<file path="config.mk">
export PLATFORM = sky130hd
export DESIGN_NAME = branch_target_table
export DESIGN_NICKNAME = d
export VERILOG_FILES = /design/src/rtl/branch_target_table.sv
export SDC_FILE = /design/constraint.sdc
export NUM_CORES = 1
export LEC_CHECK = 0
export BUFFER_PORTS_ARGS = -buffer_cell sky130_fd_sc_hd__buf_4
export CAP_MARGIN = 20
export CORE_AREA = 2 2 248 250
export CTS_CLUSTER_DIAMETER = 40
export DETAILED_ROUTE_END_ITERATION = 10
export DIE_AREA = 0 0 250 252
export GPL_ROUTABILITY_DRIVEN = 1
export GPL_TIMING_DRIVEN = 0
export HOLD_SLACK_MARGIN = 0.15
export PLACE_DENSITY_LB_ADDON = 0.3
export SYNTH_ARGS = -nofsm -noshare
export SYNTH_HDL_FRONTEND = slang
export SYNTH_SLANG_ARGS = --single-unit
</file>
<file path="constraint.sdc">
create_clock -name Clk -period 2.4 [get_ports Clk]
set_input_delay 0 -clock Clk [delete_from_list [all_inputs] [get_ports Clk]]
set_output_delay 0 -clock Clk [all_outputs]
set_load 0.03 [all_outputs]
</file>
<file path="src/rtl/branch_target_table.sv">
// ---------------------------------------------------------------------------
// branch_target_table
//   Runtime-programmable branch-target lookup table. A narrow branch pointer
//   (Addr) is mapped combinationally to a full PC target for the fetch stage.
//   Entries are written one at a time via the WrEn port or bulk-loaded from a
//   boot stream by the internal IDLE/LOAD/DONE load FSM.
//
//   Optional feature macro: BRANCH_TARGET_TABLE_REL_EN
//     defined   : hits on rel=1 entries return PC + signed value (mod 2**TARGET_W)
//     undefined : rel bits are stored but ignored, every hit is absolute
//
// Ports
//   Clk       in   rising-edge clock
//   Reset     in   synchronous active-low reset
//   Addr      in   lookup pointer
//   PC        in   current PC (relative entries only)
//   Target    out  looked-up target (combinational)
//   Hit       out  valid entry selected and table not busy
//   WrEn/WrAddr/WrData/WrRel  in  single-entry write port (IDLE only)
//   LdStart   in   pulse starting a bulk load
//   LdValid   in   boot-stream word valid
//   LdData    in   boot word {rel, value}
//   LdReady   out  FSM accepts a word this cycle (registered)
//   LdDone    out  one-cycle load-complete pulse (registered)
//   Busy      out  load in flight (registered)
// ---------------------------------------------------------------------------
module branch_target_table #(
    parameter int ADDR_W         = 5,
    parameter int TARGET_W       = 10,
    parameter int DEFAULT_TARGET = 1
) (
    input  logic                Clk,
    input  logic                Reset,
    input  logic [ADDR_W-1:0]   Addr,
    input  logic [TARGET_W-1:0] PC,
    output logic [TARGET_W-1:0] Target,
    output logic                Hit,
    input  logic                WrEn,
    input  logic [ADDR_W-1:0]   WrAddr,
    input  logic [TARGET_W-1:0] WrData,
    input  logic                WrRel,
    input  logic                LdStart,
    input  logic                LdValid,
    input  logic [TARGET_W:0]   LdData,
    output logic                LdReady,
    output logic                LdDone,
    output logic                Busy
);

    localparam int DEPTH = 2 ** ADDR_W;

    typedef enum logic [1:0] {
        ST_IDLE = 2'd0,
        ST_LOAD = 2'd1,
        ST_DONE = 2'd2
    } state_t;

    state_t                state_q, state_d;
    logic [ADDR_W-1:0]     ptr_q, ptr_d;
    logic [DEPTH-1:0]      valid_q, valid_d;
    logic [DEPTH-1:0]      rel_q, rel_d;
    logic [TARGET_W-1:0]   value_q [DEPTH];
    logic [TARGET_W-1:0]   value_d [DEPTH];
    logic                  ld_ready_q, ld_ready_d;
    logic                  ld_done_q, ld_done_d;
    logic                  busy_q, busy_d;

    // Next-state, table update and registered-output decode.
    always_comb begin
        state_d = state_q;
        ptr_d   = ptr_q;
        valid_d = valid_q;
        rel_d   = rel_q;
        value_d = value_q;
        case (state_q)
            ST_IDLE: begin
                // LdStart has priority; a coincident single write is dropped.
                if (LdStart) begin
                    state_d = ST_LOAD;
                    ptr_d   = '0;
                    valid_d = '0;
                end else if (WrEn) begin
                    valid_d[WrAddr] = 1'b1;
                    rel_d[WrAddr]   = WrRel;
                    value_d[WrAddr] = WrData;
                end else begin
                    state_d = ST_IDLE;
                end
            end
            ST_LOAD: begin
                if (LdValid) begin
                    valid_d[ptr_q] = 1'b1;
                    rel_d[ptr_q]   = LdData[TARGET_W];
                    value_d[ptr_q] = LdData[TARGET_W-1:0];
                    // Leave LOAD on the last index so the pointer never wraps.
                    if (ptr_q == ADDR_W'(DEPTH - 1)) begin
                        state_d = ST_DONE;
                    end else begin
                        ptr_d = ptr_q + ADDR_W'(1);
                    end
                end else begin
                    state_d = ST_LOAD;
                end
            end
            ST_DONE: begin
                state_d = ST_IDLE;
            end
            default: begin
                state_d = ST_IDLE;
            end
        endcase
        // Status outputs are registered, so decode them from the next state.
        ld_ready_d = (state_d == ST_LOAD);
        ld_done_d  = (state_d == ST_DONE);
        busy_d     = (state_d != ST_IDLE);
    end

    // Control state and valid bits, with synchronous active-low reset.
    always_ff @(posedge Clk) begin
        if (!Reset) begin
            state_q    <= ST_IDLE;
            ptr_q      <= '0;
            valid_q    <= '0;
            ld_ready_q <= 1'b0;
            ld_done_q  <= 1'b0;
            busy_q     <= 1'b0;
        end else begin
            state_q    <= state_d;
            ptr_q      <= ptr_d;
            valid_q    <= valid_d;
            ld_ready_q <= ld_ready_d;
            ld_done_q  <= ld_done_d;
            busy_q     <= busy_d;
        end
    end

    // Entry payload storage; contents are don't-care while the valid bit is clear.
    always_ff @(posedge Clk) begin
        rel_q   <= rel_d;
        value_q <= value_d;
    end

    // Combinational lookup from the registered table (old data on collision).
    always_comb begin
        Hit    = 1'b0;
        Target = TARGET_W'(DEFAULT_TARGET);
        if (!busy_q && valid_q[Addr]) begin
            Hit = 1'b1;
`ifdef BRANCH_TARGET_TABLE_REL_EN
            // Signed offset add; truncation gives the modulo wrap.
            if (rel_q[Addr]) begin
                Target = PC + value_q[Addr];
            end else begin
                Target = value_q[Addr];
            end
`else
            Target = value_q[Addr];
`endif
        end else begin
            Hit    = 1'b0;
            Target = TARGET_W'(DEFAULT_TARGET);
        end
    end

`ifndef BRANCH_TARGET_TABLE_REL_EN
    // PC and rel bits have no effect on the lookup in the absolute-only build.
    logic unused_rel_s;
    assign unused_rel_s = ^{PC, rel_q};
`endif

    assign LdReady = ld_ready_q;
    assign LdDone  = ld_done_q;
    assign Busy    = busy_q;

endmodule
</file>
==> results.json, run 1 <==
{
  "drt-initial-drc-count": 1813,
  "vias": 14200,
  "seq_power_share_pct": 43.7,
  "slew_headroom_pct": 29.9,
  "yosysTopAreaCellShare_pct": 53.5,
  "drc": 0,
  "clock_latency_ps": 600,
  "dieHeight_um": 252,
  "dieArea_um2": 63000,
  "antenna_found_initial": 0,
  "synth_cell_types": 39,
  "drv_slew": 0,
  "fin_worst_skew_ps": 26.9,
  "place.gp.congestion": 0.931,
  "area_delta_synth_final_pct": 23.3,
  "switching_share_pct": 23.8,
  "synthCells": 1613,
  "setup_slack_ps": -145,
  "netlist_area_um2": 18000,
  "track_usage_pct": 20.0,
  "crit_fanout": 5,
  "crit_arrival_ps": 2540,
  "cts_root_buf": "clkbuf_16",
  "rsz0062_at_grt": "yes",
  "final_cell_mix": "nand2_1, edfxtp_1, o21ai_0, clkbuf_1, mux4_2",
  "slowest_stage": "mux4_2",
  "period_needed_ps": 2540,
  "violations": "setup timing",
  "p_int_w": 0.0119,
  "grt_pass1_wl_um": 93300,
  "utilization_pct": 36.8,
  "fillCellCount": 5903,
  "crit_type": "register to output port",
  "io_pins": 61,
  "place_area_um2": 19400,
  "die_w_um": 250,
  "antenna_cells": 0,
  "r2r_cells": 8,
  "critPathMaxStageDelay_ps": 480,
  "yosysSeqAreaShare_pct": 58.1,
  "avgViaCountPerCell": 5.49,
  "worstHoldPathType": "primary input to register",
  "cts_sinks": 362,
  "synth_flop_cell": "edfxtp_1",
  "irDropWorstVdd_mv": 0.469,
  "htreeDepth": 2,
  "final_area_um2": 22200,
  "cts_tree": "yes",
  "powerDensity_nw_per_um2": 704,
  "worst_setup_path_end_kind": "output port",
  "wirelength_um": 63800,
  "grt_overflow_total": 0,
  "hpwl_um": 45600,
  "mostFrequentLayoutCell": "nand2_1",
  "hold_path_end": "ptr_q[1]",
  "r2r-end": "value_q[194]",
  "final_nets": 1818,
  "start_util_pct": 29.9,
  "power_frac_clock_pct": 48.8,
  "combPwrFrac_pct": 7.4,
  "synth_edf_count": 320,
  "synthTopCellsByArea": "edfxtp_1, mux4_2, o21ai_0, nand2_1, dfxtp_1",
  "switching_power_w": 0.00372,
  "crit_required_ps": 2400,
  "start_kind": "register",
  "path_clk_slew_ps": 60,
  "synth_seq_cells": 362,
  "syn-num-nets": 1665,
  "portBuffers": 44,
  "clk_path_buf_depth": 3,
  "setup_tns_ps": -995,
  "setup_viol": 11,
  "hold_viol": 0,
  "min_from": "Reset",
  "yosys_warnings": 0,
  "cp_cell_sequence": "mux4_2 -> mux2i_1 -> mux2i_1 -> a22o_2 -> buf_6 -> buf_4 -> and3_1 -> buf_6",
  "whs_ps": 221,
  "grt_pass1_vias": 14000,
  "grt_max_degree": 14,
  "outcome": "finished with violations",
  "final_layout_size_suffix_gt1_share_pct": 20.3,
  "rows": 90,
  "avgSynthCellArea_um2": 11.1,
  "cap_violations": 0,
  "worstMarginPinSlew_ps": 1050,
  "core_area_um2": 60100,
  "dr.pass1.iters": 7,
  "p_leak_nw": 7.31,
  "clock.fmax_ghz": 0.393,
  "drt-wirelength-per-cell_um": 24.7,
  "post-route-period-util_pct": 106,
  "ant_nets": 0,
  "cts_buffers": 49,
  "yosysTopAreaCell": "edfxtp_1",
  "r2r_start": "state_q[0]",
  "reg2reg_slack_ps": 40,
  "holdPathStages": 3,
  "async_flop_share_pct": 0
}
## state kept, by name (all words and copies together), names as in the netlist
name and count:
Busy 1, LdDone 1, LdReady 1, ptr_q 5, state_q 2, valid_q 32, value_q 320
## cells by family (layout without fill, tap and decap cells)
| family | after synthesis | after routing | share of synthesized area (%) |
|---|---|---|---|
| buffers and inverters | 163 | 354 | 3.78 |
| DFF | 362 | 362 | 58.1 |
| xor gates and xnor gates | 2 | 2 | 0.0975 |
| and+or+nand+nor | 554 | 554 | 13.1 |
| muxes | 103 | 103 | 11.9 |
| AOI/OAI and AO/OA | 424 | 424 | 12.7 |
| adders and majority gates | 5 | 5 | 0.348 |
## through the flow
step / instances / setup slack (ps) / power [W]
2_1_floorplan: 1613 / 101 / 0.00752
3_5_place_dp: 2450 / -809 / 0.00798
5_1_grt: 2586 / -185 / 0.0160
6_report: 2586 / -145 / 0.0156
3_3_place_gp: 2439 / -889 / 0.00796
4_1_cts: 2580 / -122 / 0.0156
## timing repair
| action | in CTS | in global routing |
|---|---|---|
| pin swaps | 0 | 2 |
| setup buffers | 10 | 6 |
| setup endpoints to repair | 550 | 346 |
| gates resized for setup | 102 | 51 |
| endpoints found under the hold margin | 96 | 0 |
| cloned | 0 | 1 |
| hold buffers | 32 | 0 |
## how the worst max path moves through the flow
stage                start      endpoint  cells past startpoint
3_3_place_gp    state_q[0]   value_q[63]                      7
2_1_floorplan     ptr_q[4]  value_q[130]                      5
5_1_grt         valid_q[3]     Target[4]                      8
4_1_cts         valid_q[2]     Target[4]                      8
6_report       valid_q[15]     Target[4]                      8
3_5_place_dp      ptr_q[3]  value_q[233]                      6
## layout make-up
cell class	instances	area, um^2	share of cell area, %
Timing Repair Buffer	104	1040	4.69
Sequential cell	362	10500	47.2
Inverter	5	18.8	0.0847
Buffer	156	692	3.12
Tap cell	782	978	4.42
Clock inverter	30	377	1.70
Multi-Input combinational cell	1088	7270	32.8
Clock buffer	59	1330	5.98
## critical path, delay by kind of cell (launching register included)
family,cells,cell delay (ps)
buffers and inverters,3,430
flip-flops,1,320
AND/OR/NAND/NOR,1,150
multiplexers,3,730
AO/OA/AOI/OAI,1,310
## metal layers
| layer | routed length, um | up-vias | GRT usage (%) | share of wire (%) |
|---|---|---|---|---|
| li1 | - | 6209 | - | - |
| met1 | 25100 | 7043 | 25.4 | 39 |
| met2 | 29700 | 762 | 32.7 | 47 |
| met3 | 5040 | 186 | 2.96 | 7.9 |
| met4 | 3920 | 0 | 11.8 | 6.1 |
| met5 | 0 | - | 0 | 0 |
## power groups by stage
stage / logic [W] / registers (W) / clock network, W
after floorplan: 0.000573 / 0.00695 / 0
after global placement: 0.00102 / 0.00695 / 0
after detailed placement: 0.00103 / 0.00695 / 0
after CTS: 0.00113 / 0.00682 / 0.00766
after global routing: 0.00121 / 0.00682 / 0.00793
final: 0.00116 / 0.00682 / 0.00762
## cell usage after synthesis (all sizes together) (2+ instances only)
library cell,n
a21oi,43
a22o,13
a22oi,10
and2,5
and3,16
and3b,3
buf,39
clkbuf,119
dfxtp,42
edfxtp,320
ha,5
inv,5
mux2i,15
mux4,88
nand2,385
nand2b,3
nand3,14
nand3b,4
nor2,71
nor2b,40
nor3,3
nor3b,5
o2111ai,9
o21ai,313
o21bai,3
o22ai,30
or3b,2
xor2,2
Power figures use the tool's default switching activity.
==> inputs of run 2 (changes only) <==
Settings changed: CELL_PAD_IN_SITES_DETAIL_PLACEMENT set to 1, CELL_PAD_IN_SITES_GLOBAL_PLACEMENT set to 1.
==> results.json, run 2 (synthesized netlist as in run 1, its figures left out) <==
{
  "min_from": "Reset",
  "drt-wirelength-per-cell_um": 27.1,
  "place.gp.congestion": 0.864,
  "powerDensity_nw_per_um2": 749,
  "place_area_um2": 19400,
  "crit_fanout": 1,
  "final_nets": 1846,
  "multi_input_area_um2": 7350,
  "ant_nets": 0,
  "seq_area_um2": 10500,
  "cts_buffers": 59,
  "post-route-period-util_pct": 103,
  "rows": 90,
  "path_clk_slew_ps": 50,
  "htreeDepth": 2,
  "final_layout_size_suffix_gt1_share_pct": 23.3,
  "drc": 0,
  "largest_reg_flops": 320,
  "cts_root_buf": "clkbuf_16",
  "setup_slack_ps": -81.5,
  "clock_latency_ps": 630,
  "grt_pass1_wl_um": 104000,
  "io_pins": 61,
  "dr.pass1.iters": 5,
  "drv_slew": 0,
  "start_util_pct": 29.9,
  "final_area_um2": 22800,
  "worstMarginPinSlew_ps": 927,
  "r2r_start": "state_q[0]",
  "power_frac_clock_pct": 52.9,
  "antenna_cells": 0,
  "grt_overflow_total": 0,
  "fillCellCount": 6567,
  "worstHoldPathType": "primary input to register",
  "die_w_um": 250,
  "hpwl_um": 50900,
  "p_int_w": 0.0128,
  "irDropWorstVdd_mv": 0.548,
  "hold_viol": 0,
  "fin_worst_skew_ps": 25.3,
  "avgViaCountPerCell": 5.48,
  "clock.fmax_ghz": 0.403,
  "period_needed_ps": 2480,
  "dieHeight_um": 252,
  "grt_pass1_vias": 15100,
  "cap_violations": 0,
  "vias": 14400,
  "core_area_um2": 60100,
  "crit_type": "register to output port",
  "violations": "setup timing",
  "p_leak_nw": 7.62,
  "start_kind": "register",
  "place_ws_ps": -881,
  "outcome": "finished with violations",
  "area_delta_synth_final_pct": 26.7,
  "switching_power_w": 0.00423,
  "dieArea_um2": 63000,
  "portBuffers": 44,
  "crit_required_ps": 2400,
  "cts_sinks": 362,
  "track_usage_pct": 22.4,
  "clk_path_buf_depth": 3,
  "seq_power_share_pct": 40.0,
  "antenna_found_initial": 1,
  "mostFrequentLayoutCell": "nand2_1",
  "reg_top3": "value_q: 320 flops, valid_q: 32 flops, ptr_q: 5 flops",
  "crit_start": "value_q[72]",
  "slew_headroom_pct": 38.2,
  "combPwrFrac_pct": 7.1,
  "switching_share_pct": 24.8,
  "cts_tree": "yes",
  "grt_max_degree": 16,
  "setup_viol": 12,
  "final_cell_mix": "nand2_1, edfxtp_1, o21ai_0, clkbuf_1, mux4_2",
  "wirelength_um": 71200,
  "drt-initial-drc-count": 1186,
  "crit_arrival_ps": 2480,
  "whs_ps": 207,
  "regMostFlops": "value_q",
  "worst_setup_path_end_kind": "output port",
  "rsz0062_at_grt": "yes"
}
[run 2: cell types whose count changed in the layout (fill, tap and decap cells not counted), sizes merged]
cell	previous run	this run
buf	114	129
inv	11	21
clkbuf	173	180
bufinv	7	10
clkinv	14	17
clkinvlp	3	5
[run 2: what timing repair did]
| action | in CTS | in global routing |
|---|---|---|
| hold buffers | 32 | 0 |
| endpoints found under the hold margin | 124 | 0 |
| resized for setup | 141 | 37 |
| setup endpoints to repair | 562 | 291 |
| buffers inserted | 10 | 17 |
| cloned | 1 | 0 |
| pin swaps | 2 | 2 |
[run 2: worst paths after layout]
kind                       end  slack, ps  depth (start not counted)
hold / removal        ptr_q[1]        210                          3
setup reg to reg  value_q[123]          0                          8
setup / recovery     Target[2]        -80                          5
hold reg to reg    valid_q[23]        460                          2
[run 2: power by group through the flow]
| stage | Sequential [W] | Clock [W] | Combinational [W] |
|---|---|---|---|
| final | 0.00682 | 0.00902 | 0.00121 |
| after global routing | 0.00682 | 0.00936 | 0.00127 |
| after CTS | 0.00682 | 0.00911 | 0.00118 |
| after detailed placement | 0.00695 | 0 | 0.00108 |
| after global placement | 0.00695 | 0 | 0.00105 |
| after floorplan | 0.00695 | 0 | 0.000573 |
[run 2: cell type report]
class                           instances  share of cell area (%)
Buffer                                157                    3.13
Clock buffer                           63                    6.55
Timing Repair Buffer                  121                    5.14
Multi-Input combinational cell       1088                    32.3
Sequential cell                       362                    45.9
Inverter                                5                  0.0824
Clock inverter                         48                    2.58
Tap cell                              782                    4.30
[run 2: worst max-delay path: stages, from the launching register on]
cell,delay (ps)
edfxtp_1,370
mux4_2,520
mux2i_2,260
o2111ai_2,270
and3_1,300
buf_6,130
[run 2: routing by layer]
layer	vias up	track usage, %	wire length, um
li1	6286	-	-
met4	0	12.0	3910
met5	-	0	0
met3	159	3.18	3970
met2	545	36.8	33700
met1	7406	28.8	29700
[run 2: metrics by stage]
stage | instances | utilization [%] | power [W] | setup TNS, ps
6_report | 2626 | 37.9 | 0.0171 | -576
5_1_grt | 2626 | 37.9 | 0.0174 | -1690
4_1_cts | 2609 | 37.4 | 0.0171 | -796
3_5_place_dp | 2456 | 32.3 | 0.00803 | -176340
3_3_place_gp | 2439 | 32.1 | 0.00800 | -233540
2_1_floorplan | 1613 | - | 0.00752 | 0
==> inputs of run 3 (changes only) <==
Clock period 2.4 ns to 2.6 ns, I/O delays scaled along.
==> results.json, run 3 (synthesized netlist as in run 1, its figures left out) <==
{
  "grt_pass1_wl_um": 102000,
  "cts_buffers": 59,
  "reg2reg_slack_ps": 6,
  "track_usage_pct": 22.2,
  "dieHeight_um": 252,
  "reg_top3": "value_q: 320 flops, valid_q: 32 flops, ptr_q: 5 flops",
  "crit_fanout": 10,
  "dr.pass1.iters": 5,
  "start_util_pct": 29.9,
  "grt_overflow_total": 0,
  "setup_tns_ps": 0,
  "cts_sinks": 362,
  "area_delta_synth_final_pct": 22.9,
  "die_w_um": 250,
  "grt_use_met3_pct": 3.29,
  "irDropWorstVdd_mv": 0.503,
  "cts_tree": "yes",
  "grt_max_degree": 16,
  "wirelength_um": 70400,
  "core_area_um2": 60100,
  "hpwl_um": 50900,
  "busiest_layer": "met2",
  "drv_slew": 0,
  "antenna_cells": 0,
  "antenna_found_initial": 0,
  "outcome": "complete, no violations",
  "drt-initial-drc-count": 1198,
  "setup_slack_ps": 5.89,
  "dieArea_um2": 63000,
  "rows": 90,
  "place_ws_ps": -681,
  "holdPathStages": 3,
  "grtUsageMet2_pct": 36.4,
  "regMostFlops": "value_q",
  "cap_violations": 0,
  "hold_path_end": "ptr_q[0]",
  "crit_type": "register to register",
  "cts_root_buf": "clkbuf_16",
  "drc": 0,
  "avgViaCountPerCell": 5.49,
  "r2r_cells": 8,
  "crit_required_ps": 2960,
  "p_total_w": 0.0157,
  "setup_viol": 0,
  "p_leak_nw": 7.39,
  "io_pins": 61,
  "clk_path_buf_depth": 3,
  "final_nets": 1820,
  "final_cell_mix": "nand2_1, edfxtp_1, o21ai_0, clkbuf_1, mux4_2",
  "slew_headroom_pct": 22.3,
  "path_clk_slew_ps": 50,
  "worst_setup_path_end_kind": "register",
  "post-route-period-util_pct": 99.8,
  "r2r_start": "state_q[0]",
  "htreeDepth": 2,
  "powerDensity_nw_per_um2": 711,
  "fin_worst_skew_ps": 20.4,
  "place.gp.congestion": 0.864,
  "grt_pass1_vias": 15000,
  "drt-wirelength-per-cell_um": 27.1,
  "worstMarginPinSlew_ps": 1170,
  "mostFrequentLayoutCell": "nand2_1",
  "vias": 14300,
  "clock_latency_ps": 630,
  "clock.fmax_ghz": 0.385,
  "final_layout_size_suffix_gt1_share_pct": 18.9,
  "grtUsageMet1_pct": 28.6,
  "min_from": "Reset",
  "rsz0062_at_grt": "yes",
  "worstHoldPathType": "primary input to register",
  "start_kind": "register",
  "largest_reg_flops": 320,
  "r2r-end": "value_q[134]",
  "period_needed_ps": 2590,
  "hold_viol": 0,
  "portBuffers": 44,
  "crit_arrival_ps": 2950,
  "ant_nets": 0
}
## run 3: cell type report
cell class / count / area [um^2]
fillers: 6611 / 38000
flip-flops and latches: 362 / 10500
well taps: 782 / 978
repair buffers: 95 / 820
clock buffers: 63 / 1490
clock inverters: 48 / 587
inverters: 5 / 18.8
plain buffers: 157 / 677
multi-input cells: 1088 / 7060
## run 3: worst max path at each step
stage	startpoint	to	slack, ps	cells past startpoint
2_1_floorplan	ptr_q[4]	value_q[130]	300	5
3_3_place_gp	state_q[0]	value_q[48]	-730	7
3_5_place_dp	ptr_q[3]	value_q[235]	-680	6
4_1_cts	state_q[0]	value_q[123]	-30	8
5_1_grt	state_q[0]	value_q[208]	-100	7
6_report	state_q[0]	value_q[134]	6	8
## run 3: worst max-delay path, stage by stage (launching register included)
cell,delay [ps]
dfxtp_1,300
buf_2,170
nor2b_1,140
buf_2,170
buf_2,250
buf_1,540
o22ai_1,290
nor2b_4,230
buf_4,250
## run 3: power breakdown
part | switching, W | total, W | internal, W | leakage (nW)
clock network | 0.00312 | 0.00834 | 0.00522 | 1.01
registers | 0.0000103 | 0.00629 | 0.00628 | 3.64
logic | 0.000760 | 0.00107 | 0.000312 | 2.74
## run 3: metal layers
layer / part of all wire (%) / wire [um]
met1: 42 / 29400
met2: 47 / 33300
met3: 5.8 / 4100
met4: 5.1 / 3590
met5: 0 / 0
## run 3: metrics by stage
stage | instances | cell area [um^2] | utilization [%] | hold slack [ps]
2_1_floorplan | 1613 | 18000 | - | 122
3_3_place_gp | 2439 | 19300 | 32.1 | 265
3_5_place_dp | 2456 | 19400 | 32.3 | 283
4_1_cts | 2600 | 22000 | 36.5 | 184
5_1_grt | 2600 | 22100 | 36.7 | 222
6_report | 2600 | 22100 | 36.7 | 202
## run 3: timing repair
action                     4_1_cts  5_1_grt
setup endpoints to repair      373      258
pin swaps                        0        1
hold endpoints to repair       118        0
setup buffers                    0        1
hold buffers                    33        0
resized for setup               47       39
